## config.mk

```make
export PLATFORM = sky130hd
export DESIGN_NAME = des_round_controller
export DESIGN_NICKNAME = d
export VERILOG_FILES = /design/src/rtl/des_round_controller.sv
export SDC_FILE = /design/constraint.sdc
export NUM_CORES = 1
export LEC_CHECK = 0
export CORE_MARGIN = 2
export CORE_UTILIZATION = 30
export DETAILED_ROUTE_END_ITERATION = 7
export SYNTH_ARGS = -nofsm -noshare
export SYNTH_HDL_FRONTEND = slang
export SYNTH_SLANG_ARGS = --single-unit
```

## constraint.sdc

```tcl
create_clock -name clk -period 7.2 [get_ports clk]
set_input_delay 2.16 -clock clk [delete_from_list [all_inputs] [get_ports clk]]
set_output_delay 2.16 -clock clk [all_outputs]
set_load 0.05 [all_outputs]
```

## src/rtl/des_round_controller.sv

```systemverilog
// Iterative DES round sequencer: IP/PC-1 at load, 16 rounds through an external
// f-function (one per clock), C/D key schedule for either direction, FP on output.
module des_round_controller (
    input  logic        clk,
    input  logic        rst,
    input  logic        in_valid,
    output logic        in_ready,
    input  logic [1:64] in_block,
    input  logic [1:64] in_key,
    input  logic        in_decrypt,
    output logic [1:32] round_r,
    output logic [1:56] round_cd,
    input  logic [1:32] f_result,
    output logic [3:0]  round_idx,
    output logic        busy,
    output logic        out_valid,
    input  logic        out_ready,
    output logic [1:64] out_block
);
    typedef enum logic [1:0] {IDLE, ROUND, DONE} state_t;

    localparam logic [6:0] IP_T [64] = '{
        58, 50, 42, 34, 26, 18, 10, 2, 60, 52, 44, 36, 28, 20, 12, 4,
        62, 54, 46, 38, 30, 22, 14, 6, 64, 56, 48, 40, 32, 24, 16, 8,
        57, 49, 41, 33, 25, 17,  9, 1, 59, 51, 43, 35, 27, 19, 11, 3,
        61, 53, 45, 37, 29, 21, 13, 5, 63, 55, 47, 39, 31, 23, 15, 7};
    localparam logic [6:0] FP_T [64] = '{
        40, 8, 48, 16, 56, 24, 64, 32, 39, 7, 47, 15, 55, 23, 63, 31,
        38, 6, 46, 14, 54, 22, 62, 30, 37, 5, 45, 13, 53, 21, 61, 29,
        36, 4, 44, 12, 52, 20, 60, 28, 35, 3, 43, 11, 51, 19, 59, 27,
        34, 2, 42, 10, 50, 18, 58, 26, 33, 1, 41,  9, 49, 17, 57, 25};
    localparam logic [6:0] PC1_T [56] = '{
        57, 49, 41, 33, 25, 17,  9,  1, 58, 50, 42, 34, 26, 18,
        10,  2, 59, 51, 43, 35, 27, 19, 11,  3, 60, 52, 44, 36,
        63, 55, 47, 39, 31, 23, 15,  7, 62, 54, 46, 38, 30, 22,
        14,  6, 61, 53, 45, 37, 29, 21, 13,  5, 28, 20, 12,  4};

    state_t      state_q;
    logic [1:32] l_q, r_q;
    logic [1:56] cd_q;
    logic [3:0]  cnt_q;
    logic        mode_q;
    logic        in_ready_q, busy_q, out_valid_q;
    logic [1:64] out_block_q;

    logic [1:64] ip_w, fp_w, preout_w;
    logic [1:56] pc1_w, cd_d;
    logic [1:0]  amt_w;

    assign preout_w = {l_q ^ f_result, r_q};

    generate
        for (genvar gi = 0; gi < 64; gi++) begin : g_perm64
            assign ip_w[gi+1] = in_block[IP_T[gi]];
            assign fp_w[gi+1] = preout_w[FP_T[gi]];
        end
        for (genvar gi = 0; gi < 56; gi++) begin : g_pc1
            assign pc1_w[gi+1] = in_key[PC1_T[gi]];
        end
    endgenerate

    // Rounds 1, 2, 9 and 16 shift by one, all others by two.
    function automatic logic [1:0] shift_of(input logic [4:0] i);
        return (i == 5'd1 || i == 5'd2 || i == 5'd9 || i == 5'd16) ? 2'd1 : 2'd2;
    endfunction

    function automatic logic [1:28] rotl28(input logic [1:28] x, input logic [1:0] n);
        case (n)
            2'd1:    return {x[2:28], x[1]};
            2'd2:    return {x[3:28], x[1:2]};
            default: return x;
        endcase
    endfunction

    function automatic logic [1:28] rotr28(input logic [1:28] x, input logic [1:0] n);
        case (n)
            2'd1:    return {x[28], x[1:27]};
            2'd2:    return {x[27:28], x[1:26]};
            default: return x;
        endcase
    endfunction

    // Decrypt walks the encrypt schedule backwards, starting from the unrotated key.
    always_comb begin
        amt_w = 2'd0;
        cd_d  = cd_q;
        if (!mode_q) begin
            amt_w = shift_of({1'b0, cnt_q} + 5'd1);
            cd_d  = {rotl28(cd_q[1:28], amt_w), rotl28(cd_q[29:56], amt_w)};
        end else begin
            amt_w = (cnt_q == 4'd0) ? 2'd0 : shift_of(5'd17 - {1'b0, cnt_q});
            cd_d  = {rotr28(cd_q[1:28], amt_w), rotr28(cd_q[29:56], amt_w)};
        end
    end

    assign round_r   = (state_q == ROUND) ? r_q   : '0;
    assign round_cd  = (state_q == ROUND) ? cd_d  : '0;
    assign round_idx = (state_q == ROUND) ? cnt_q : 4'd0;
    assign in_ready  = in_ready_q;
    assign busy      = busy_q;
    assign out_valid = out_valid_q;
    assign out_block = out_block_q;

    always_ff @(posedge clk or posedge rst) begin
        if (rst) begin
            state_q     <= IDLE;
            l_q         <= '0;
            r_q         <= '0;
            cd_q        <= '0;
            cnt_q       <= '0;
            mode_q      <= 1'b0;
            in_ready_q  <= 1'b1;
            busy_q      <= 1'b0;
            out_valid_q <= 1'b0;
            out_block_q <= '0;
        end else begin
            case (state_q)
                IDLE: begin
                    if (in_valid && in_ready_q) begin
                        {l_q, r_q} <= ip_w;
                        cd_q       <= pc1_w;
                        mode_q     <= in_decrypt;
                        cnt_q      <= '0;
                        in_ready_q <= 1'b0;
                        busy_q     <= 1'b1;
                        state_q    <= ROUND;
                    end
                end
                ROUND: begin
                    cd_q  <= cd_d;
                    l_q   <= r_q;
                    r_q   <= l_q ^ f_result;
                    cnt_q <= cnt_q + 4'd1;
                    if (cnt_q == 4'd15) begin
                        // Output is FP(R16 || L16): the last swap is undone here.
                        out_block_q <= fp_w;
                        out_valid_q <= 1'b1;
                        state_q     <= DONE;
                    end
                end
                DONE: begin
                    if (out_ready) begin
                        out_valid_q <= 1'b0;
                        out_block_q <= '0;
                        busy_q      <= 1'b0;
                        in_ready_q  <= 1'b1;
                        state_q     <= IDLE;
                    end
                end
                default: state_q <= IDLE;
            endcase
        end
    end
endmodule
```

### Word level (Yosys, flattened, before mapping)

Index checks and enable logic that the tools add are counted.

* equality and inequality tests: 18
* muxes and demuxes: 34
* add/subtract/negate cells: 3
* bitwise operators: 1
* reduce and logical (&&, ||, !) cells: 17

Operator list (number)
* 28-bit one-hot mux with 2 select lines: 4
* 56-bit 2-to-1 mux: 3
* 64-bit 2-to-1 mux: 2
* 32-bit one-hot mux with 2 select lines: 2
* 64-bit one-hot mux with 2 select lines: 1
* 56-bit one-hot mux with 2 select lines: 1
* 32-bit 2-to-1 mux: 3
* 32-bit bitwise XOR: 1
* 2-bit 2-to-1 mux: 6
* 5-bit by 1-bit == test with 1-bit output, second input constant: 2
* 5-bit by 2-bit == test with 1-bit output, second input constant: 2
* 5-bit by 4-bit == test with 1-bit output, second input constant: 2
* 5-bit == test, second input constant: 2
* 3-bit AND reduction: 3
* 4-bit 2-to-1 mux: 2
* 4-bit one-hot mux with 2 select lines: 1
* 2-bit by 1-bit == test with 1-bit output, second input constant: 3
* 2-bit == test, second input constant: 3
* 1-bit logical OR: 6
* 1-bit one-hot mux with 2 select lines: 3
* 2-bit one-hot mux with 3 select lines: 1
* 2-bit nonzero test: 3
* 4-bit by 1-bit adder with 5-bit output, second input constant: 1
* 1-bit 2-to-1 mux: 5
* other kinds (9): 11

* input bits: 165
* register bits after elaboration: 194
* output and inout port bits: 159

### Logic depth before layout (Yosys ltp)

* word-level depth: 11
* depth in mapped cells: 10

### Least setup slack after synthesis

No wires, ideal clock.

* kind: register to output
* start point: register cnt_q[0]
* end point: output round_cd[33] (netlist bit)
* required time: 5.040 ns
* setup slack: 2.420 ns
* arrival time: 2.620 ns
* cell stages (with the launch flop): 9
* path buffers: 2
* cells stage by stage: dfrtp_1 -> ha_1 -> and2_4 -> o2111ai_4 -> a21oi_1 -> buf_2 -> buf_1 -> a21oi_1 -> o22ai_1

* cells in the longest elaborated chain, start to end: 11
* elaborated cells on any way between the ends: 28
* those cells by class: add/sub: 2; eq/ne: 12; mux: 7; reduce/logical: 7

Ends and longest elaborated chain
* start: declaration: line 41 `logic [3:0] cnt_q;`
* start signal: assignment: line 133 `cnt_q <= cnt_q + 4'd1;`
* 5-bit by 4-bit subtractor with 5-bit output: line 91 `amt_w = (cnt_q == 4'd0) ? 2'd0 : shift_of(5'd17 - {1'b0, cnt_q});`
* 5-bit by 1-bit == test with 1-bit output / 5-bit by 2-bit == test with 1-bit output (equally long branches): line 64 `return (i == 5'd1 || i == 5'd2 || i == 5'd9 || i == 5'd16) ? 2'd1 : 2'd2;`
* 1-bit logical OR (3 in series): line 64
* 2-bit 2-to-1 mux: line 64
* 2-bit 2-to-1 mux: line 91
* 2-bit == test / 2-bit by 1-bit == test with 1-bit output (equally long branches): line 76 `case (n)`
* 28-bit one-hot mux with 2 select lines: line 76
* 56-bit 2-to-1 mux (*): line 87 `if (!mode_q) begin`
* 56-bit 2-to-1 mux (*): line 97 `assign round_cd = (state_q == ROUND) ? cd_d : '0;`
* end: declaration: line 12 `output logic [1:56] round_cd,`

Mark *: on every way between the ends. The rest lies on a longest branch, timed or not.

### Worst setup path after layout

* start point: register cnt_q[0]
* end point: output round_cd[44] (netlist bit)

Same word-level chain as after synthesis.

==> results by group <==
CTS
  – Post-cts sizing count: 0
  – Worst-path clk slew: 70 ps
  – Number of clock sinks: 194
  – Clock buffer depth: 2
  – Postcts setup bufs: 0
  – H-tree depth: 4
  – CTS Hold Bufs: 0
  – Clk Latency, worst-skew pair: 460 ps
  – Clk root buf: clkbuf_16
  – TritonCTS Buffers: 17
  – CTS tree: done

Synth
  – Async set or reset register ratio after synthesis: 100%
  – Main flop type after synthesis: dfrtp_1
  – Top cell type's share of synthesized area: 38.2%
  – Most frequent cell after synthesis: dfrtp_1
  – Commonest cells post-synth: 193 x dfrtp_1, 151 x clkbuf_1, 121 x a21oi_1
  – Netlist cell types: 50
  – Yosys warns: 0
  – Post-Synthesis Cells: 1381
  – Syn_nets: 1553
  – Synth area leaders: dfrtp_1 38%, a221o_1 7.3%, o22ai_1 5.6%
  – Seq/Total Area, Yosys: 38.4%
  – Yosys reg bits: 194
  – Post-Syn Area: 12600 µm²
  – Syn Area/Cell: 9.15 µm²
  – Area leader, netlist: dfrtp_1
  – EDFF count, synth: 0

Detailed routing
  – Routed WL: 48.7 mm
  – First DRT Iteration DRCs: 1516
  – Drt wl/cell: 23.6 µm
  – Vias per cell: 6.31
  – Vias: 13000
  – DR pass1 iterations: 8
  – Detail Route Antenna Nets: 0
  – Drc violations: 14

Hold path
  – Hold/Removal Path Class: register to register

STA
  – Final Hold Viols: 0
  – Final cycle utilization of the critical path: 90.9%
  – RSZ-0062 raised after global routing: false
  – F_max: 153 MHz
  – Crit path time final: 6550 ps
  – Setup-failing EPs final: 0
  – Setup TNS: 0 ps
  – Slew headroom: 12.4%
  – Slew @ Worst Pin: 1310 ps
  – Hold slack: 461 ps
  – Final Slew Violations: 0
  – Clk_skew: 12.8 ps

Layout
  – Fraction of final layout cells with drive strength greater than 1: 7.19%
  – Final core utilization: 39.3%
  – Area Growth Syn to Fin: 30.0%
  – Layout Cells excl Fill: 2068
  – Net count, final: 1690
  – Multi-input combinational cell area: 6870 µm²
  – FF/Latch Area: 4860 µm²
  – Fillers: 4105
  – # diodes: 0

Placed design
  – Detailed Place HPWL: 30.1 mm
  – I/O Buffers: 315
  – Placed cell count: 2038
  – Gpl congestion: 0.806

Worst setup path
  – WS Path Type: register to output port
  – CP max stage delay: 880 ps
  – Worst Setup End Kind: output port
  – Critical path's top delay family: buffers and inverters
  – Crit-path slowest cell: clkdlybuf4s50_1
  – Worst Path Required: 5040 ps
  – Critical path launch point type: register
  – Most used cell, CP: buf_4
  – Crit-path cells: ha_1 -> nand3_2 -> buf_4 -> a32oi_4 -> buf_4 -> a21o_2 -> buf_4 -> a21oi_1 -> o22ai_1 -> clkdlybuf4s50_1
  – Buf/Inv on CP: 4
  – Arrival time worst endpoint: 4390 ps
  – Crit path max fanout: 32

Run status
  – Violated checks: DRC
  – Status: complete, but fails checks

Power
  – Maximum VDD drop: 0.162 mV
  – Cell Pwr Density: 137 nW/µm²
  – Total Power: 2.25 mW
  – P_leak: 6.58 nW

Die
  – Die W: 209 µm
  – Chip Height: 209 µm
  – Initial Util: 30.3%
  – Core Area: 41800 µm²
  – I/O pin count: 324
  – Full die area: 43800 µm²
  – # rows: 75

Job
  – Max Cap Viol: 0

Global route
  – First-pass GRT wire length: 76.8 mm
  – Initial antenna violation count: 2
  – Grt ovf: 0
  – Largest net degree at the start of global routing: 114
  – Vias in the first global route: 12700
  – Tot GR Track Use: 21.9%
-- metal layers --
metal | up-vias | GRT usage [%] | wire, µm
met5 | - | 0 | 16
met2 | 796 | 34.6 | 22200
met3 | 52 | 7.06 | 5370
li1 | 5814 | - | -
met1 | 6385 | 29.0 | 20300
met4 | 2 | 5.32 | 820
-- cells in the final DEF (no fill, tap or decap), drive strengths merged, types with 5 or more instances in the layout --
master / instances
o22ai: 113
nand2: 64
xor2: 27
buf: 28
a22o: 31
a31o: 56
and2: 35
o22a: 56
a32o: 27
clkbuf: 17
nor4: 59
a221o: 92
a21oi: 122
a211oi: 56
a222oi: 56
a22oi: 27
clkdlybuf4s50: 315
o21ai: 12
dfrtp: 193
xnor2: 5
nor2: 80
inv: 15
ha: 7
-- path summary, 6_finish.rpt --
path | start | to | slack, ps | cells past startpoint
setup / recovery | cnt_q[0] | round_cd[44] | 650 | 10
hold / removal | r_q[7] | r_q[7] | 460 | 2
hold reg to reg | r_q[7] | r_q[7] | 460 | 2
setup reg to reg | cnt_q[0] | cd_q[46] | 3410 | 8
min in group asynchronous | rst | l_q[2] | 2210 | 2
max in group asynchronous | rst | l_q[11] | 3950 | 3
-- power breakdown --
part	internal (mW)	switching [mW]
clock	0.525	0.493
combinational	0.0843	0.0524
sequential	1.09	0.00176
-- worst min-delay path: stages (launching register included) --
cell and delay, ps:
dfrtp_1 340, nand2_1 50, nand2_1 50
-- cells by family after synthesis --
group | after synthesis | share of synthesized area (%)
and+or+nand+nor | 253 | 9.76
DFF | 194 | 38.4
xor gates and xnor gates | 32 | 2.22
AOI/OAI and AO/OA | 661 | 40.9
muxes | 1 | 0.0891
adders and majority gates | 7 | 0.693
buffers and inverters | 233 | 7.93
-- cell type report --
cell class	instances	share of cell area (%)
Clock inverter	13	1.01
Timing Repair Buffer	343	20.7
Multi-Input combinational cell	954	41.8
Inverter	8	0.206
Clock buffer	17	2.59
Tap cell	539	4.10
Sequential cell	194	29.6
-- registers in the layout, summed over array words and instances, names as in the netlist --
signal,count
mode_q,1
l_q,32
cd_q,56
state_q,2
cnt_q,4
in_ready,1
r_q,32
out_valid,1
out_block,64
busy,1
-- stage by stage --
stage	area (µm²)	setup slack, ps
2_1_floorplan	12600	2420
3_3_place_gp	15800	1260
3_5_place_dp	15800	1200
4_1_cts	16400	686
5_1_grt	16400	424
6_report	16400	654
No activity file was read; power rests on OpenSTA's default activity.
